$ cat config.mk
export PLATFORM = sky130hd
export DESIGN_NAME = pixel_word_packer_flat
export DESIGN_NICKNAME = d
export VERILOG_FILES = /design/src/rtl/pixel_word_packer_if.sv /design/src/rtl/pixel_word_packer.sv /design/src/flat_wrapper.sv
export SDC_FILE = /design/constraint.sdc
export NUM_CORES = 1
export LEC_CHECK = 0
export CAP_MARGIN = 10
export CORE_UTILIZATION = 56
export CTS_CLUSTER_DIAMETER = 200
export DETAILED_ROUTE_END_ITERATION = 10
export PLACE_DENSITY = 0.79
export SLEW_MARGIN = 25
export SYNTH_ARGS = -nofsm -noshare
export SYNTH_HDL_FRONTEND = slang
export SYNTH_SLANG_ARGS = --single-unit
$ cat constraint.sdc
create_clock -name clk -period 13.7 [get_ports clk]
set_input_delay 2.74 -clock clk [delete_from_list [all_inputs] [get_ports clk]]
set_output_delay 2.74 -clock clk [all_outputs]
set_load 0.01 [all_outputs]
$ cat src/rtl/pixel_word_packer_if.sv
// Word-stream bus of the pixel packer: narrow words in, packed words out,
// plus FIFO level and error reporting.
interface pixel_word_packer_if #(
  parameter int unsigned IN_W  = 16,
  parameter int unsigned RATIO = 6,
  parameter int unsigned DEPTH = 4
);
  localparam int unsigned OUT_W  = IN_W * RATIO;
  localparam int unsigned FILL_W = $clog2(DEPTH + 1);

  logic              din_vld;
  logic [IN_W-1:0]   din;
  logic              sof;
  logic              din_rdy;
  logic              dout_vld;
  logic [OUT_W-1:0]  dout;
  logic              dout_rdy;
  logic [FILL_W-1:0] fill_lvl;
  logic              ovf;
  logic              partial_drop;

  // Producer / consumer side (SDRAM FIFO reader and LCD fetch).
  modport master (
    output din_vld, din, sof, dout_rdy,
    input  din_rdy, dout_vld, dout, fill_lvl, ovf, partial_drop
  );

  // Packer side.
  modport slave (
    input  din_vld, din, sof, dout_rdy,
    output din_rdy, dout_vld, dout, fill_lvl, ovf, partial_drop
  );
endinterface

$ cat src/rtl/pixel_word_packer.sv
// Packs RATIO consecutive IN_W-bit words into one wide word and buffers the
// result in a small first-word-fall-through FIFO with valid/ready output.
module pixel_word_packer #(
  parameter int unsigned IN_W      = 16,
  parameter int unsigned RATIO     = 6,
  parameter int unsigned DEPTH     = 4,
  parameter int unsigned MSB_FIRST = 1
) (
  input  logic              clk,
  input  logic              rst,
  pixel_word_packer_if.slave bus
);
  localparam int unsigned OUT_W  = IN_W * RATIO;
  localparam int unsigned CNT_W  = $clog2(RATIO);
  localparam int unsigned PTR_W  = $clog2(DEPTH);
  localparam int unsigned FILL_W = $clog2(DEPTH + 1);
  localparam int unsigned OFF_W  = $clog2(OUT_W);

  localparam logic [CNT_W-1:0]  LAST_SLOT = CNT_W'(RATIO - 1);
  localparam logic [FILL_W-1:0] FULL_LVL  = FILL_W'(DEPTH);

  logic [CNT_W-1:0]  cnt, cnt_nxt, slot;
  logic [OUT_W-1:0]  asm_q, asm_nxt, packed_word;
  logic [OUT_W-1:0]  mem [DEPTH];
  logic [PTR_W-1:0]  wr_ptr, wr_ptr_nxt, rd_ptr, rd_ptr_nxt;
  logic [FILL_W-1:0] fill, fill_nxt;
  logic [OFF_W-1:0]  off;
  logic              vld_q, ovf_q, ovf_nxt, pd_q, pd_nxt;
  logic              last, full, rdy, acc, push, pop;

  // Handshake decode; a same-cycle pop does not free room for a completion.
  always_comb begin
    slot = bus.sof ? '0 : cnt;
    last = (slot == LAST_SLOT);
    full = (fill == FULL_LVL);
    rdy  = ~(last & full);
    acc  = bus.din_vld & rdy;
    push = acc & last;
    pop  = vld_q & bus.dout_rdy;
  end

  // Next-state logic for assembly, pointers, level and status flags.
  always_comb begin
    cnt_nxt    = cnt;
    asm_nxt    = asm_q;
    wr_ptr_nxt = wr_ptr;
    rd_ptr_nxt = rd_ptr;
    fill_nxt   = fill;
    ovf_nxt    = ovf_q | (bus.din_vld & ~rdy);
    pd_nxt     = bus.sof & (cnt != '0);

    if (MSB_FIRST != 0) begin
      off = OFF_W'((RATIO - 1 - 32'(slot)) * IN_W);
    end else begin
      off = OFF_W'(32'(slot) * IN_W);
    end
    // sof restarts from an empty word, dropping whatever was assembled.
    packed_word = bus.sof ? '0 : asm_q;
    packed_word[off +: IN_W] = bus.din;

    if (bus.sof) begin
      cnt_nxt = '0;
      asm_nxt = '0;
    end

    if (acc) begin
      if (last) begin
        cnt_nxt    = '0;
        asm_nxt    = '0;
        wr_ptr_nxt = wr_ptr + PTR_W'(1);
      end else begin
        cnt_nxt = slot + CNT_W'(1);
        asm_nxt = packed_word;
      end
    end

    if (pop) begin
      rd_ptr_nxt = rd_ptr + PTR_W'(1);
    end

    case ({push, pop})
      2'b10:   fill_nxt = fill + FILL_W'(1);
      2'b01:   fill_nxt = fill - FILL_W'(1);
      default: fill_nxt = fill;
    endcase
  end

  always_ff @(posedge clk) begin
    if (rst) begin
      cnt    <= '0;
      asm_q  <= '0;
      wr_ptr <= '0;
      rd_ptr <= '0;
      fill   <= '0;
      vld_q  <= 1'b0;
      ovf_q  <= 1'b0;
      pd_q   <= 1'b0;
      for (int unsigned i = 0; i < DEPTH; i++) begin
        mem[i] <= '0;
      end
    end else begin
      cnt    <= cnt_nxt;
      asm_q  <= asm_nxt;
      wr_ptr <= wr_ptr_nxt;
      rd_ptr <= rd_ptr_nxt;
      fill   <= fill_nxt;
      vld_q  <= (fill_nxt != '0);
      ovf_q  <= ovf_nxt;
      pd_q   <= pd_nxt;
      if (push) begin
        mem[wr_ptr] <= packed_word;
      end
    end
  end

  assign bus.din_rdy      = rdy;
  assign bus.dout_vld     = vld_q;
  assign bus.dout         = mem[rd_ptr];
  assign bus.fill_lvl     = fill;
  assign bus.ovf          = ovf_q;
  assign bus.partial_drop = pd_q;

endmodule

$ cat src/flat_wrapper.sv
// flat-port wrapper written by rule: the top's interface ports become plain ports
module pixel_word_packer_flat 
#(
  parameter int unsigned IN_W      = 16,
  parameter int unsigned RATIO     = 6,
  parameter int unsigned DEPTH     = 4,
  parameter int unsigned MSB_FIRST = 1
)
  (clk, rst, bus_din_vld, bus_din, bus_sof, bus_dout_rdy, bus_din_rdy, bus_dout_vld, bus_dout, bus_fill_lvl, bus_ovf, bus_partial_drop);
  pixel_word_packer_if #(.IN_W(IN_W), .RATIO(RATIO), .DEPTH(DEPTH)) bus_i ();
  input  logic clk;
  input  logic rst;
  input wire logic [$bits(bus_i.din_vld)-1:0] bus_din_vld;
  input wire logic [$bits(bus_i.din)-1:0] bus_din;
  input wire logic [$bits(bus_i.sof)-1:0] bus_sof;
  input wire logic [$bits(bus_i.dout_rdy)-1:0] bus_dout_rdy;
  output wire logic [$bits(bus_i.din_rdy)-1:0] bus_din_rdy;
  output wire logic [$bits(bus_i.dout_vld)-1:0] bus_dout_vld;
  output wire logic [$bits(bus_i.dout)-1:0] bus_dout;
  output wire logic [$bits(bus_i.fill_lvl)-1:0] bus_fill_lvl;
  output wire logic [$bits(bus_i.ovf)-1:0] bus_ovf;
  output wire logic [$bits(bus_i.partial_drop)-1:0] bus_partial_drop;
  assign bus_i.din_vld = bus_din_vld;
  assign bus_i.din = bus_din;
  assign bus_i.sof = bus_sof;
  assign bus_i.dout_rdy = bus_dout_rdy;
  assign bus_din_rdy = bus_i.din_rdy;
  assign bus_dout_vld = bus_i.dout_vld;
  assign bus_dout = bus_i.dout;
  assign bus_fill_lvl = bus_i.fill_lvl;
  assign bus_ovf = bus_i.ovf;
  assign bus_partial_drop = bus_i.partial_drop;
  pixel_word_packer #(.IN_W(IN_W), .RATIO(RATIO), .DEPTH(DEPTH), .MSB_FIRST(MSB_FIRST)) u_core (.clk(clk), .rst(rst), .bus(bus_i));
endmodule
==> After elaboration in Yosys (flattened, before gate mapping) <==
Memories as Yosys holds them, arrays and structs flattened. A register that Yosys moved wholly into a read port is not among the register bits.
Cells that the tools add are included.
{ "op_classes": {"eq_ne": 4, "mux": 18, "bitwise_logic": 8, "reduce_logical": 4, "shift": 2, "add_sub_neg": 7} }
{ "op_table": {"columns": ["cell", "count"], "rows": [
  ["2-to-1 mux 96 bit", 4],
  ["bitwise mux 96 bit", 1],
  ["OR reduction 96 bit", 1],
  ["variable shift 16 x 9 -> 96 bit (first input constant)", 1],
  ["variable part select 16 x 9 -> 96 bit", 1],
  ["2-to-1 mux 3 bit", 3],
  ["negation 7 -> 9 bit", 1],
  ["adder 3 x 1 -> 3 bit (second input constant)", 2],
  ["AND 1 bit", 6],
  ["== test 3 bit (second input constant)", 2],
  ["2-to-1 mux 1 bit", 6],
  ["2-to-1 mux 2 bit", 3],
  ["one-hot mux 3 bit (2 select lines)", 1],
  ["nonzero test 3 bit", 2],
  ["adder 2 x 1 -> 2 bit (second input constant)", 2],
  ["subtractor 3 x 1 -> 3 bit (second input constant)", 1],
  ["subtractor 3 bit (first input constant)", 1],
  ["== test 2 x 1 -> 1 bit (second input constant)", 1],
  ["== test 2 bit (second input constant)", 1],
  ["AND reduction 2 bit", 1],
  ["NOT 1 bit", 1],
  ["bitwise OR 1 bit", 1]
]} }
{ "totals": {"register_bits": 109, "inputBits": 21, "output_inout_bits": 103, "word_cells": 52, "ramBits": 384, "mem_count": 1} }
{ "memory_table": {"columns": ["memory", "words", "width", "rd", "rd_clocked_by_memory_dff", "wr", "line", "text"], "rows": [
  ["u_core.mem", 4, 96, 1, 1, 4, "pixel_word_packer.sv:24", "logic [OUT_W-1:0] mem [DEPTH];"]
]} }

==> Logic depth before layout (Yosys ltp) <==
{ "logic_depth": {"depth_word": 11, "ltp_mapped": 15, "ltp_nobuf": 13} }

==> Worst setup path before layout <==
OpenSTA, ideal clock, no wires.
{ "synth_timing": {"path_type": "input -> output", "from": "input bus_sof", "to": "output bus_din_rdy", "arrival_ns": 4.348, "required_ns": 10.960, "cell_stages": 9, "path_slack_ns": 6.612, "n_path_buf": 3, "path_cell_list": "buf_2 > clkbuf_1 > nor2b_1 > inv_1 > ha_1 > nand3b_1 > clkbuf_1 > nor2_1 > inv_1"} }
{ "synth_via": {"elab_chain_len": 4} }
{ "synth_rtl": {"columns": ["element", "line", "text"], "rows": [
  ["from (decl)", "flat_wrapper.sv:15", "input wire logic [$bits(bus_i.sof)-1:0] bus_sof;"],
  ["2-to-1 mux 3 bit", null, null],
  ["== test 3 bit", "pixel_word_packer.sv:34", "last = (slot == LAST_SLOT);"],
  ["AND 1 bit", "pixel_word_packer.sv:36", "rdy = ~(last & full);"],
  ["NOT 1 bit", "pixel_word_packer.sv:36", null],
  ["to (decl)", "flat_wrapper.sv:17", "output wire logic [$bits(bus_i.din_rdy)-1:0] bus_din_rdy;"]
]} }
Every way passes these cells.

==> Worst setup path after layout <==
Ends and elaborated chain as after synthesis.

==> run summary <==
ANT nets after route: 0
Crit Path Max Fanout: 64
num ports: 124
RSZ-0062 raised after global routing: false
core area: 0.0387 mm²
clk slew on worst S/H paths: 0.06 ns
VDD IR max: 85.7 µV
dpl ws: 6.27 ns
fin nets: 1803
synthesized area per cell: 12.8 µm²
share of the yosys chip area belonging to registers: 62.5%
post-route design area: 0.0251 mm²
DR WL/cell: 22.8 µm
routed via count: 14400
Peak Freq: 0.133 GHz
WS Path Type: input port to output pin
Mapped Nets: 1756
DR pass1 iterations: 6
Worst-Margin Slew: 1.09 ns
MaxCap Viol Count: 0
area leader, netlist: edfxtp_1
initial DRC count: 1983
number of global-route vias before repair: 14100
first-pass GRT wire length: 82000 µm
die area: 0.0401 mm²
Area contributors post-synth: edfxtp_1 (52%), dfxtp_1 (10%), mux4_2 (9.8%)
Setup-failing EPs final: 0
Cells after Synth: 1725
routed wire length: 53100 µm
H-tree depth: 2
cell with the most instances after synthesis: nor2_1
PortBufs: 123
static leakage: 8.14 nW
Clock Skew: 0.0227 ns
Worst Path Arrival: 4.76 ns
ys flop type: edfxtp_1
largest net degree at the start of global routing: 91
Yosys Warn Count: 0
status: complete, no violations
Post-Syn Area: 0.0220 mm²
filler instances: 2840
all-layer global routing usage: 26.5%
critical path startpoint category: input port
post-synth top area share: 52.4%
Synth async-reset ratio: 0%
Fin. Hold Viols: 0
Die Y: 200 µm
Worst Setup End Kind: output pin
Worst Slack Setup Final: 6.20 ns
synth unique cells: 45
Seq cells post-synth: 495
PwrDens: 130 mW/mm²
CTS Buf Count: 51
initial antenna violation count: 1
worst hold path class: flip-flop to flip-flop
initial core utilization: 56.8%
via/cell ratio: 6.19
Area Growth Syn to Fin: 14.2%
clock buffer depth: 3
Post-CTS Setup Inserts: 0
Post-synth EDFFs: 384
dpl hpwl: 30500 µm
post-route minimum period: 7.50 ns
setup TNS: 0 ns
Placer Congestion: 0.859
Residual DRC: 0
worst hold slack: 0.486 ns
CTS Sinks: 495
Post-CTS Hold Buffers: 0
CP required: 10.96 ns
gr ovfl total: 0
row count: 72
CTS resizes: 0
Die Wd: 200 µm
CTS tree: done
Slew Viols, Final: 0
clock root buffer master: clkbuf_16
worst-skew pair later-pin latency: 0.58 ns
dpl cell area: 0.0234 mm²
final period utilization: 54.7%
Slew headroom: 27.6%
Post-synth top cells: nor2_1 (458), edfxtp_1 (384), dfxtp_1 (111), mux4_2 (96), clkbuf_1 (89)
fin util: 64.8%
layout cells sized above 1: 12.5%
-- flip-flops by register name (all words and copies together), names as in the netlist, named ones only --
signal	cells
u_core.rd_ptr	2
u_core.wr_ptr	2
u_core.bus.partial_drop	1
u_core.bus.dout_vld	1
u_core.mem	384
u_core.bus.ovf	1
u_core.bus.fill_lvl	3
u_core.cnt	3
u_core.asm_q	96
-- worst max-delay path: stages --
cell	delay [ns]
buf_4	0.49
nor2b_1	0.23
inv_1	0.19
ha_1	0.19
nand3b_1	0.10
nor2_1	0.17
inv_1	0.12
clkdlybuf4s50_1	0.49
-- worst paths after layout --
| kind | slack [ns] | cells after the start | to | from |
|---|---|---|---|---|
| worst max-delay path | 6.20 | 8 | bus_din_rdy | bus_sof |
| worst max register to register | 9.64 | 9 | u_core.mem[2][66] | u_core.cnt[1] |
| worst min register to register | 0.49 | 2 | u_core.asm_q[83] | u_core.asm_q[83] |
| worst min-delay path | 0.49 | 2 | u_core.asm_q[83] | u_core.asm_q[83] |
-- area by class of cell --
class                           count  area, µm²  share of cell area (%)
Antenna cell                        1       2.50                 0.00997
Clock buffer                       65       1360                    5.41
Clock inverter                     29        359                    1.43
Inverter                           57        214                   0.852
Multi-Input combinational cell   1022       7370                    29.3
Sequential cell                   495      13800                    54.8
Tap cell                          518        648                    2.58
Timing Repair Buffer              145       1400                    5.57
-- power breakdown --
group	internal, W	switching (W)	total (W)	leakage (nW)
Clock	0.000853	0.000572	0.00143	0.847
Combinational	0.0000564	0.000107	0.000163	2.45
Sequential	0.00166	0.0000118	0.00167	4.84
Total	0.00256	0.000691	0.00326	8.14
-- cells by family (layout without fill, tap and decap cells) --
kind of cell | Yosys count | after routing | synth area share, %
XOR/XNOR | 7 | 7 | 0.279
flip-flops | 495 | 495 | 62.5
AND/OR/NAND/NOR | 707 | 707 | 14.5
multiplexers | 192 | 192 | 14.3
other | 0 | 1 | 0
adder cells (fa/ha/maj) | 10 | 10 | 0.603
buffers and inverters | 208 | 296 | 4.20
AO/OA/AOI/OAI | 106 | 106 | 3.63
-- per-layer routing --
metal / share of wire, % / up-vias / track usage, %
li1: - / 6370 / -
met1: 41 / 7236 / 38.3
met2: 48 / 744 / 42.4
met3: 8.7 / 88 / 3.84
met4: 2.2 / 2 / 6.98
met5: 0.024 / - / 0
-- layout by cell type (no fill, tap or decap), types with 4 or more instances in the layout --
cell             Yosys  final
clkbuf_16            0     51
o32ai_1             48     48
mux4_2              96     96
nand3_1             16     16
nor3_1              24     24
nand2b_1            36     33
a31oi_1             33     33
buf_6               12      4
nand3b_1             5      5
mux2_2              16     16
bufinv_16            0      8
nand4_1             65     65
xor2_1               4      4
nand2_1             34     34
ha_1                 9      8
o22ai_1             16     16
dfxtp_1            111    109
clkdlybuf4s50_1      0    120
clkinv_1             1      8
buf_4                1     19
clkbuf_1            89     11
mux2i_1             80     80
nor2_1             458    458
edfxtp_1           384    384
and3_1               4      4
nor2b_1             53     53
clkinv_2             0     10
inv_1               56     56
-- stage by stage --
step	total power (W)	instances
after CTS	0.00326	2331
final	0.00326	2332
after detailed placement	0.00186	2237
after floorplan	0.00179	1725
after global placement	0.00185	2236
after global routing	0.00333	2331
Note: power is estimated with default switching activity, not from simulation.
